===== src/rtl/ex_shad_pipe_if.sv =====
// Decode, shifter and writeback signals of the SHAD/SHLD execute pipeline.
// The slave modport is the pipeline's view; master is the surrounding core's.
interface ex_shad_pipe_if;
  logic        idValid;
  logic        idReady;
  logic [3:0]  idOp;
  logic [4:0]  idRn;
  logic [4:0]  idRm;
  logic [31:0] idValA;
  logic [31:0] idValB;
  logic [31:0] shValRs;
  logic [7:0]  shValRt;
  logic [2:0]  shOp;
  logic [31:0] shResult;
  logic        wbHold;
  logic        wbValid;
  logic [4:0]  wbRn;
  logic [31:0] wbVal;
  logic        wbSetT;
  logic        wbT;
  logic        wbIllegal;

  modport slave (
    input  idValid, idOp, idRn, idRm, idValA, idValB, shResult, wbHold,
    output idReady, shValRs, shValRt, shOp,
    output wbValid, wbRn, wbVal, wbSetT, wbT, wbIllegal
  );

  modport master (
    output idValid, idOp, idRn, idRm, idValA, idValB, shResult, wbHold,
    input  idReady, shValRs, shValRt, shOp,
    input  wbValid, wbRn, wbVal, wbSetT, wbT, wbIllegal
  );
endinterface


===== src/rtl/ex_shad_pipe.sv =====
// Two-stage issue/writeback pipeline around the combinational SHAD/SHLD shifter,
// with operand bypass from both stages and T-bit generation for 1-bit shifts.
module ex_shad_pipe (
  input logic           clock,
  input logic           reset,
  ex_shad_pipe_if.slave bus
);

  logic        s1ValidReg;
  logic [3:0]  s1OpReg;
  logic [4:0]  s1RnReg;
  logic [31:0] s1AReg;
  logic [31:0] s1BReg;
  logic        s1TReg;

  logic        s2ValidReg;
  logic        s2WrReg;
  logic [4:0]  s2RnReg;
  logic [31:0] s2ValReg;
  logic        s2SetTReg;
  logic        s2TReg;
  logic        s2IllegalReg;

  logic        s1Wr;
  logic        s2Adv;
  logic        s1Adv;
  logic        tNext;
  logic [4:0]  srcIdx [2];
  logic [31:0] srcRf  [2];
  logic [31:0] srcVal [2];

  function automatic logic opWrites(input logic [3:0] op);
    return (op != 4'h0) && (op <= 4'hC);
  endfunction

  assign s2Adv       = !s2ValidReg || !bus.wbHold;
  assign s1Adv       = !s1ValidReg || s2Adv;
  assign bus.idReady = s1Adv;
  assign s1Wr        = s1ValidReg && opWrites(s1OpReg);

  assign srcIdx[0] = bus.idRn;
  assign srcIdx[1] = bus.idRm;
  assign srcRf[0]  = bus.idValA;
  assign srcRf[1]  = bus.idValB;

  // The S1 result is still combinational on shResult, so it outranks S2.
  genvar gi;
  generate
    for (gi = 0; gi < 2; gi++) begin : gBypass
      assign srcVal[gi] =
        (s1Wr && (s1RnReg == srcIdx[gi]))                       ? bus.shResult :
        (s2ValidReg && s2WrReg && (s2RnReg == srcIdx[gi]))      ? s2ValReg     :
                                                                  srcRf[gi];
    end
  endgenerate

  always_comb begin
    tNext = 1'b0;
    case (bus.idOp)
      4'h3, 4'h5: tNext = srcVal[0][31];
      4'h4, 4'h6: tNext = srcVal[0][0];
      default:    tNext = 1'b0;
    endcase
  end

  // Opcode to shifter mapping; reserved ops pass Rn through with shOp 0.
  always_comb begin
    bus.shValRs = 32'h0;
    bus.shOp    = 3'd0;
    bus.shValRt = 8'h0;
    if (s1ValidReg && (s1OpReg != 4'h0)) begin
      bus.shValRs = s1AReg;
      case (s1OpReg)
        4'h1: begin bus.shOp = 3'd1; bus.shValRt = s1BReg[7:0]; end
        4'h2: begin bus.shOp = 3'd2; bus.shValRt = s1BReg[7:0]; end
        4'h3: begin bus.shOp = 3'd1; bus.shValRt = 8'd1;  end
        4'h4: begin bus.shOp = 3'd3; bus.shValRt = 8'd1;  end
        4'h5: begin bus.shOp = 3'd2; bus.shValRt = 8'd1;  end
        4'h6: begin bus.shOp = 3'd4; bus.shValRt = 8'd1;  end
        4'h7: begin bus.shOp = 3'd1; bus.shValRt = 8'd2;  end
        4'h8: begin bus.shOp = 3'd3; bus.shValRt = 8'd2;  end
        4'h9: begin bus.shOp = 3'd1; bus.shValRt = 8'd8;  end
        4'hA: begin bus.shOp = 3'd3; bus.shValRt = 8'd8;  end
        4'hB: begin bus.shOp = 3'd1; bus.shValRt = 8'd16; end
        4'hC: begin bus.shOp = 3'd3; bus.shValRt = 8'd16; end
        default: begin bus.shOp = 3'd0; bus.shValRt = 8'd0; end
      endcase
    end
  end

  always_ff @(posedge clock) begin
    if (reset) begin
      s1ValidReg   <= 1'b0;
      s1OpReg      <= 4'h0;
      s1RnReg      <= 5'd0;
      s1AReg       <= 32'h0;
      s1BReg       <= 32'h0;
      s1TReg       <= 1'b0;
      s2ValidReg   <= 1'b0;
      s2WrReg      <= 1'b0;
      s2RnReg      <= 5'd0;
      s2ValReg     <= 32'h0;
      s2SetTReg    <= 1'b0;
      s2TReg       <= 1'b0;
      s2IllegalReg <= 1'b0;
    end else begin
      if (s1Adv) begin
        s1ValidReg <= bus.idValid;
        s1OpReg    <= bus.idOp;
        s1RnReg    <= bus.idRn;
        s1AReg     <= srcVal[0];
        s1BReg     <= srcVal[1];
        s1TReg     <= tNext;
      end
      // NOPs vanish here; everything else, reserved ops included, retires.
      if (s2Adv) begin
        s2ValidReg   <= s1ValidReg && (s1OpReg != 4'h0);
        s2WrReg      <= opWrites(s1OpReg);
        s2RnReg      <= s1RnReg;
        s2ValReg     <= bus.shResult;
        s2SetTReg    <= (s1OpReg >= 4'h3) && (s1OpReg <= 4'h6);
        s2TReg       <= s1TReg;
        s2IllegalReg <= s1OpReg >= 4'hD;
      end
    end
  end

  assign bus.wbValid   = s2ValidReg;
  assign bus.wbRn      = s2RnReg;
  assign bus.wbVal     = s2ValReg;
  assign bus.wbSetT    = s2SetTReg;
  assign bus.wbT       = s2TReg;
  assign bus.wbIllegal = s2ValidReg && s2IllegalReg && !bus.wbHold;

endmodule


===== src/flat_wrapper.sv =====
// flat-port wrapper written by rule: the top's interface ports become plain ports
module ex_shad_pipe_flat 
  (clock, reset, bus_idValid, bus_idOp, bus_idRn, bus_idRm, bus_idValA, bus_idValB, bus_shResult, bus_wbHold, bus_idReady, bus_shValRs, bus_shValRt, bus_shOp, bus_wbValid, bus_wbRn, bus_wbVal, bus_wbSetT, bus_wbT, bus_wbIllegal);
  ex_shad_pipe_if bus_i ();
  input logic clock;
  input logic reset;
  input wire logic [$bits(bus_i.idValid)-1:0] bus_idValid;
  input wire logic [$bits(bus_i.idOp)-1:0] bus_idOp;
  input wire logic [$bits(bus_i.idRn)-1:0] bus_idRn;
  input wire logic [$bits(bus_i.idRm)-1:0] bus_idRm;
  input wire logic [$bits(bus_i.idValA)-1:0] bus_idValA;
  input wire logic [$bits(bus_i.idValB)-1:0] bus_idValB;
  input wire logic [$bits(bus_i.shResult)-1:0] bus_shResult;
  input wire logic [$bits(bus_i.wbHold)-1:0] bus_wbHold;
  output wire logic [$bits(bus_i.idReady)-1:0] bus_idReady;
  output wire logic [$bits(bus_i.shValRs)-1:0] bus_shValRs;
  output wire logic [$bits(bus_i.shValRt)-1:0] bus_shValRt;
  output wire logic [$bits(bus_i.shOp)-1:0] bus_shOp;
  output wire logic [$bits(bus_i.wbValid)-1:0] bus_wbValid;
  output wire logic [$bits(bus_i.wbRn)-1:0] bus_wbRn;
  output wire logic [$bits(bus_i.wbVal)-1:0] bus_wbVal;
  output wire logic [$bits(bus_i.wbSetT)-1:0] bus_wbSetT;
  output wire logic [$bits(bus_i.wbT)-1:0] bus_wbT;
  output wire logic [$bits(bus_i.wbIllegal)-1:0] bus_wbIllegal;
  assign bus_i.idValid = bus_idValid;
  assign bus_i.idOp = bus_idOp;
  assign bus_i.idRn = bus_idRn;
  assign bus_i.idRm = bus_idRm;
  assign bus_i.idValA = bus_idValA;
  assign bus_i.idValB = bus_idValB;
  assign bus_i.shResult = bus_shResult;
  assign bus_i.wbHold = bus_wbHold;
  assign bus_idReady = bus_i.idReady;
  assign bus_shValRs = bus_i.shValRs;
  assign bus_shValRt = bus_i.shValRt;
  assign bus_shOp = bus_i.shOp;
  assign bus_wbValid = bus_i.wbValid;
  assign bus_wbRn = bus_i.wbRn;
  assign bus_wbVal = bus_i.wbVal;
  assign bus_wbSetT = bus_i.wbSetT;
  assign bus_wbT = bus_i.wbT;
  assign bus_wbIllegal = bus_i.wbIllegal;
  ex_shad_pipe u_core (.clock(clock), .reset(reset), .bus(bus_i));
endmodule

===== config.mk =====
export PLATFORM = sky130hd
export DESIGN_NAME = ex_shad_pipe_flat
export DESIGN_NICKNAME = d
export VERILOG_FILES = /design/src/rtl/ex_shad_pipe_if.sv /design/src/rtl/ex_shad_pipe.sv /design/src/flat_wrapper.sv
export SDC_FILE = /design/constraint.sdc
export NUM_CORES = 1
export LEC_CHECK = 0
export ABC_AREA = 1
export BUFFER_PORTS_ARGS = -buffer_cell sky130_fd_sc_hd__buf_2
export CAP_MARGIN = 30
export CORE_UTILIZATION = 40
export CTS_CLUSTER_DIAMETER = 120
export DETAILED_ROUTE_END_ITERATION = 10
export GPL_ROUTABILITY_DRIVEN = 1
export GPL_TIMING_DRIVEN = 0
export PLACE_DENSITY = 0.68
export SLEW_MARGIN = 10
export SYNTH_ARGS = -nofsm -noshare
export SYNTH_HDL_FRONTEND = slang
export SYNTH_SLANG_ARGS = --single-unit

===== constraint.sdc =====
create_clock -name clock -period 1.7 [get_ports clock]
set_input_delay 0.17 -clock clock [delete_from_list [all_inputs] [get_ports clock]]
set_output_delay 0.17 -clock clock [all_outputs]
set_load 0.01 [all_outputs]

Word-level counts from Yosys, hierarchy flattened
Index checks and enable logic that the tools add are counted.
Storage, ports and cells
  output and inout port bits: 85
  input port bits: 114
  bits in registers: 93
Operators by class
  eq/ne operators: 20
  muxes and demuxes: 10
  reductions and logical operators: 27
  magnitude comparators: 4
Operators by type and width (number)
  $mux W32: 3
  $pmux W8 S5: 1
  $eq A4 B3 Y1 const B: 7
  $mux W8: 3
  $eq A4 B4 Y1 const B: 5
  $eq A5 B5 Y1: 4
  $reduce_or A2 Y1: 7
  $eq A4 B2 Y1 const B: 3
  $pmux W3 S4: 1
  $logic_and A1 B1 Y1: 11
  $reduce_or A4 Y1: 2
  $reduce_or A5 Y1: 1
  $eq A4 B1 Y1 const B: 1
  $ge A4 B2 Y1 const B: 1
  $ge A4 B4 Y1 const B: 1
  $le A4 B3 Y1 const B: 1
  $le A4 B4 Y1 const B: 1
  $reduce_bool A4 Y1: 1
  $logic_not A1 Y1: 3
  $mux W3: 1
  $logic_or A1 B1 Y1: 2
  $pmux W1 S2: 1

Depth between registers and ports, before layout
  word-level depth: 6
  depth in mapped cells: 13
  mapped depth without buffers: 13

Worst setup path after synthesis
Ideal clock, no wire load.
  kind: reg-to-output
  start point: reg u_core.s1OpReg[0]
  end point: out bus_shValRt[3]
  slack: 0.076 ns
  buffers on the path: 1
  arrival: 1.454 ns
  cell stages (with the launch flop): 6
  path through: dfxtp_1 -> nor2_2 -> nand2_2 -> nand2_2 -> clkbuf_1 -> a2111oi_0
Between the ends
  longest elaborated chain between the ends: 4
Ends and longest elaborated chain
  from (decl): line ex_shad_pipe.sv:10  | logic [3:0] s1OpReg;
  from (signal assigned): line ex_shad_pipe.sv:109  | s1OpReg <= bus.idOp;
  $eq A4 B2 Y1 (tied with other cells): line ex_shad_pipe.sv:73  | case (s1OpReg)
  $reduce_or A4 Y1 (no source line) or $reduce_or A2 Y1 (tied branches)
  $pmux W8 S5: line ex_shad_pipe.sv:73
  $mux W8 (*): line ex_shad_pipe.sv:71  | if (s1ValidReg && (s1OpReg != 4'h0)) begin
  to (decl): line flat_wrapper.sv:17  | output wire logic [$bits(bus_i.shValRt)-1:0] bus_shValRt;
Mark *: on every way between the ends. The rest lies on a longest branch, timed or not.

Worst setup path after layout
  start point: reg u_core.s1OpReg[3]
  end point: out bus_shValRt[0]
The elaborated chain is that of the path after synthesis.

==> flow_metrics.tcl <==
set metrics [dict create \
    end_kind "output pin" \
    finalCriticalPeriod_ps 1780 \
    syn_nets 902 \
    drive_gt1_share_pct 29.2 \
    wl_per_cell_um 14.7 \
    synth_area_leader_cell "dfxtp_1" \
    p_switching_w 0.00148 \
    syn2layout_area_growth_pct 38.3 \
    min_period_over_period_pct 105 \
    drt_iter0_markers 489 \
    irDropWorstVdd_v 0.000430 \
    min_path_type "input port to flip-flop" \
    rsz0062_at_grt "yes" \
    coreArea_um2 12100 \
    power.total_w 0.00568 \
    outcome "finished with violations" \
    p_clk_share_pct 41.5 \
    syn_area_um2 5020 \
    syn_inst 788 \
    async_reset_ff_share_pct 0 \
    worstPathMaxFanout 5 \
    dieWidth_um 114 \
    rows 40 \
    grt_max_degree 15 \
    multiInputGateArea_um2 2680 \
    maxSlewViolCount 0 \
    seq_area_um2 1900 \
    ys_seq_area_share_pct 37.1 \
    synth_ff_type "dfxtp_1" \
    synth_top_area_share_pct 37.1 \
    grt.total_usage_pct 26.6 \
    power.density_nw_per_um2 818 \
    final_area_um2 6940 \
    worstPathArrival_ps 1610 \
    dpl_cell_area_um2 6100 \
    final_nets 1104 \
    p_seq_share_pct 42.5 \
    die_area_um2 13000 \
    start_util_pct 41.4 \
    antenna_left 0 \
    die_h_um 114 \
    cts_hold_buf 0 \
    worst_setup_path_start_kind "flip-flop" \
    maxCapViolations 0 \
    grt_pass1_vias 5329 \
    place_hpwl_um 12100 \
    vias 5771 \
    worst_slack_ps -80.4 \
    crit_required_ps 1530 \
    combPwrFrac_pct 15.9 \
    htreeDepth 3 \
    max_stage_delay_ps 360 \
    power_leakage_nw 3.65 \
    path_class "flip-flop to output pin" \
    clk_pin_slew_worst_paths_ps 60 \
    cts_made_buffers 9 \
    max_slew_margin_pct 60.1 \
    post-route-drc-count 0 \
    path_cells "nor2_4 > inv_2 > buf_4 > nor2_1 > a21oi_1 > a21oi_1 > buf_2" \
    crit_top_cell "a21oi_1" \
    p_int_w 0.00420 \
    finalHoldViolCount 0 \
    gp_congestion 0.897 \
    grt_first_pass_wirelength_um 26700 \
    grt_overflow 0 \
    fillers 1263 \
    vias_per_cell 4.97 \
    setup-tns-final_ps -870 \
    fmax_mhz 562 \
    wl_um 17100 \
    n_antenna_cell 0 \
    io_buffers 173 \
    violations "setup timing" \
    yosysMostFrequentCell "nand2_1" \
    finClkSkew_ps 9.65 \
    ios 199 \
    insertion_delay_ps 350 \
    yosys-top-cells-area "dfxtp_1, nand2_1, nor2_1" \
    root_buffer "clkbuf_16" \
    tightest_slew_ps 598 \
    antenna_found_initial 0 \
    yosys-top-cells-count "nand2_1, nor2_1, inv_1, dfxtp_1, a21oi_1" \
    switching_share_pct 26.0 \
    ys_warn_count 0 \
    yosysUniqueCellTypes 28 \
    synth-edff-count 0 \
    cts_sinks 93 \
    final_core_util_pct 57.3 \
    synth.ff_latch_count 93 \
    cts_tree "yes" \
    syn_avg_cell_area_um2 6.37 \
    drtPass1Iterations 5 \
    ctsLongestPathBuffers 2 \
    cp_slowest_cell "dfxtp_4" \
    setup_violations 30 \
]
[metrics by stage]
stage          instances  setup WS [ps]  hold WS, ps
6_report            1162          -80.4         62.1
5_1_grt             1162           -141         56.5
4_1_cts             1152          -44.0         52.3
3_5_place_dp        1129           -498          409
3_3_place_gp        1129           -513          406
2_1_floorplan        788           76.5          294
[worst paths after layout]
check | startpoint | to | slack (ps) | cells after the start
setup / recovery | u_core.s1OpReg[3] | bus_shValRt[0] | -80 | 7
hold / removal | bus_idValid | u_core.s1ValidReg | 60 | 2
setup reg to reg | u_core.bus.wbRn[1] | u_core.s1AReg[25] | 20 | 11
hold reg to reg | u_core.s1RnReg[1] | u_core.bus.wbRn[1] | 490 | 2
[state kept, by name, indices dropped and copies added, names as in the netlist]
name                 flops
u_core.bus.wbT           1
u_core.s1OpReg           4
u_core.bus.wbValid       1
u_core.s2IllegalReg      1
u_core.s1AReg           32
u_core.s2WrReg           1
u_core.s1RnReg           5
u_core.bus.wbVal        32
u_core.bus.wbSetT        1
u_core.s1ValidReg        1
u_core.s1TReg            1
u_core.bus.wbRn          5
u_core.s1BReg            8
[timing repair]
item,4_1_cts,5_1_grt
endpoints found under the hold margin,0,0
pin swaps,6,24
setup endpoints to repair,122,98
buffers inserted,7,8
cloned,1,2
gates resized for setup,57,77
[cell type report]
class | count | share of cell area (%)
Buffer | 45 | 4.52
Timing Repair Buffer | 191 | 14.9
Multi-Input combinational cell | 529 | 38.6
Sequential cell | 93 | 27.3
Inverter | 121 | 6.61
Clock inverter | 4 | 1.37
Clock buffer | 11 | 3.64
Tap cell | 168 | 3.03
[kinds of logic after synthesis]
kind of cell	synth area share (%)
buf+inv	13.0
xor+xnor	1.22
simple gates	30.3
compound gates	18.3
flops	37.1
[critical path: cells and delay by family, from the launching register on]
kind,cells,cell delay (ps)
simple gates,2,270
flops,1,360
buf+inv,3,380
compound gates,2,250
[power groups by stage]
stage / clock [W] / sequential, W / combinational [W]
after floorplan: 0 / 0.00246 / 0.000436
after global placement: 0 / 0.00245 / 0.000784
after detailed placement: 0 / 0.00245 / 0.000790
after CTS: 0.00239 / 0.00241 / 0.000848
after global routing: 0.00250 / 0.00243 / 0.00101
final: 0.00236 / 0.00241 / 0.000905
[cell usage in the layout, fill, tap and decap left out, types with 3 or more instances in the layout]
cell type | netlist | layout
nor2_4 | 1 | 12
nand3_1 | 51 | 48
buf_2 | 13 | 174
clkbuf_4 | 0 | 6
or2_0 | 28 | 27
clkbuf_16 | 0 | 10
clkbuf_2 | 3 | 5
dfxtp_1 | 93 | 81
nand2_4 | 0 | 5
o21ai_0 | 51 | 50
dfxtp_4 | 0 | 8
buf_4 | 3 | 20
nor2_2 | 1 | 3
nor2_1 | 125 | 112
dfxtp_2 | 0 | 4
o211ai_1 | 40 | 40
buf_6 | 0 | 13
buf_1 | 5 | 3
inv_1 | 118 | 111
nand2_1 | 145 | 138
xor2_1 | 4 | 4
bufinv_16 | 0 | 3
clkbuf_1 | 21 | 12
inv_2 | 3 | 8
clkbuf_8 | 0 | 3
nand2_2 | 4 | 6
a21oi_1 | 64 | 64
xnor2_1 | 3 | 3
[per-layer routing]
| layer | vias to the layer above | wire (um) | GRT usage, % | part of all wire (%) |
|---|---|---|---|---|
| met1 | 2607 | 7690 | 35.0 | 45 |
| met2 | 235 | 7690 | 42.3 | 45 |
| met3 | 33 | 1340 | 5.58 | 7.8 |
| met5 | - | 0 | 0 | 0 |
| met4 | 0 | 416 | 11.0 | 2.4 |
| li1 | 2896 | - | - | - |
Note: power is estimated with default switching activity, not from simulation.
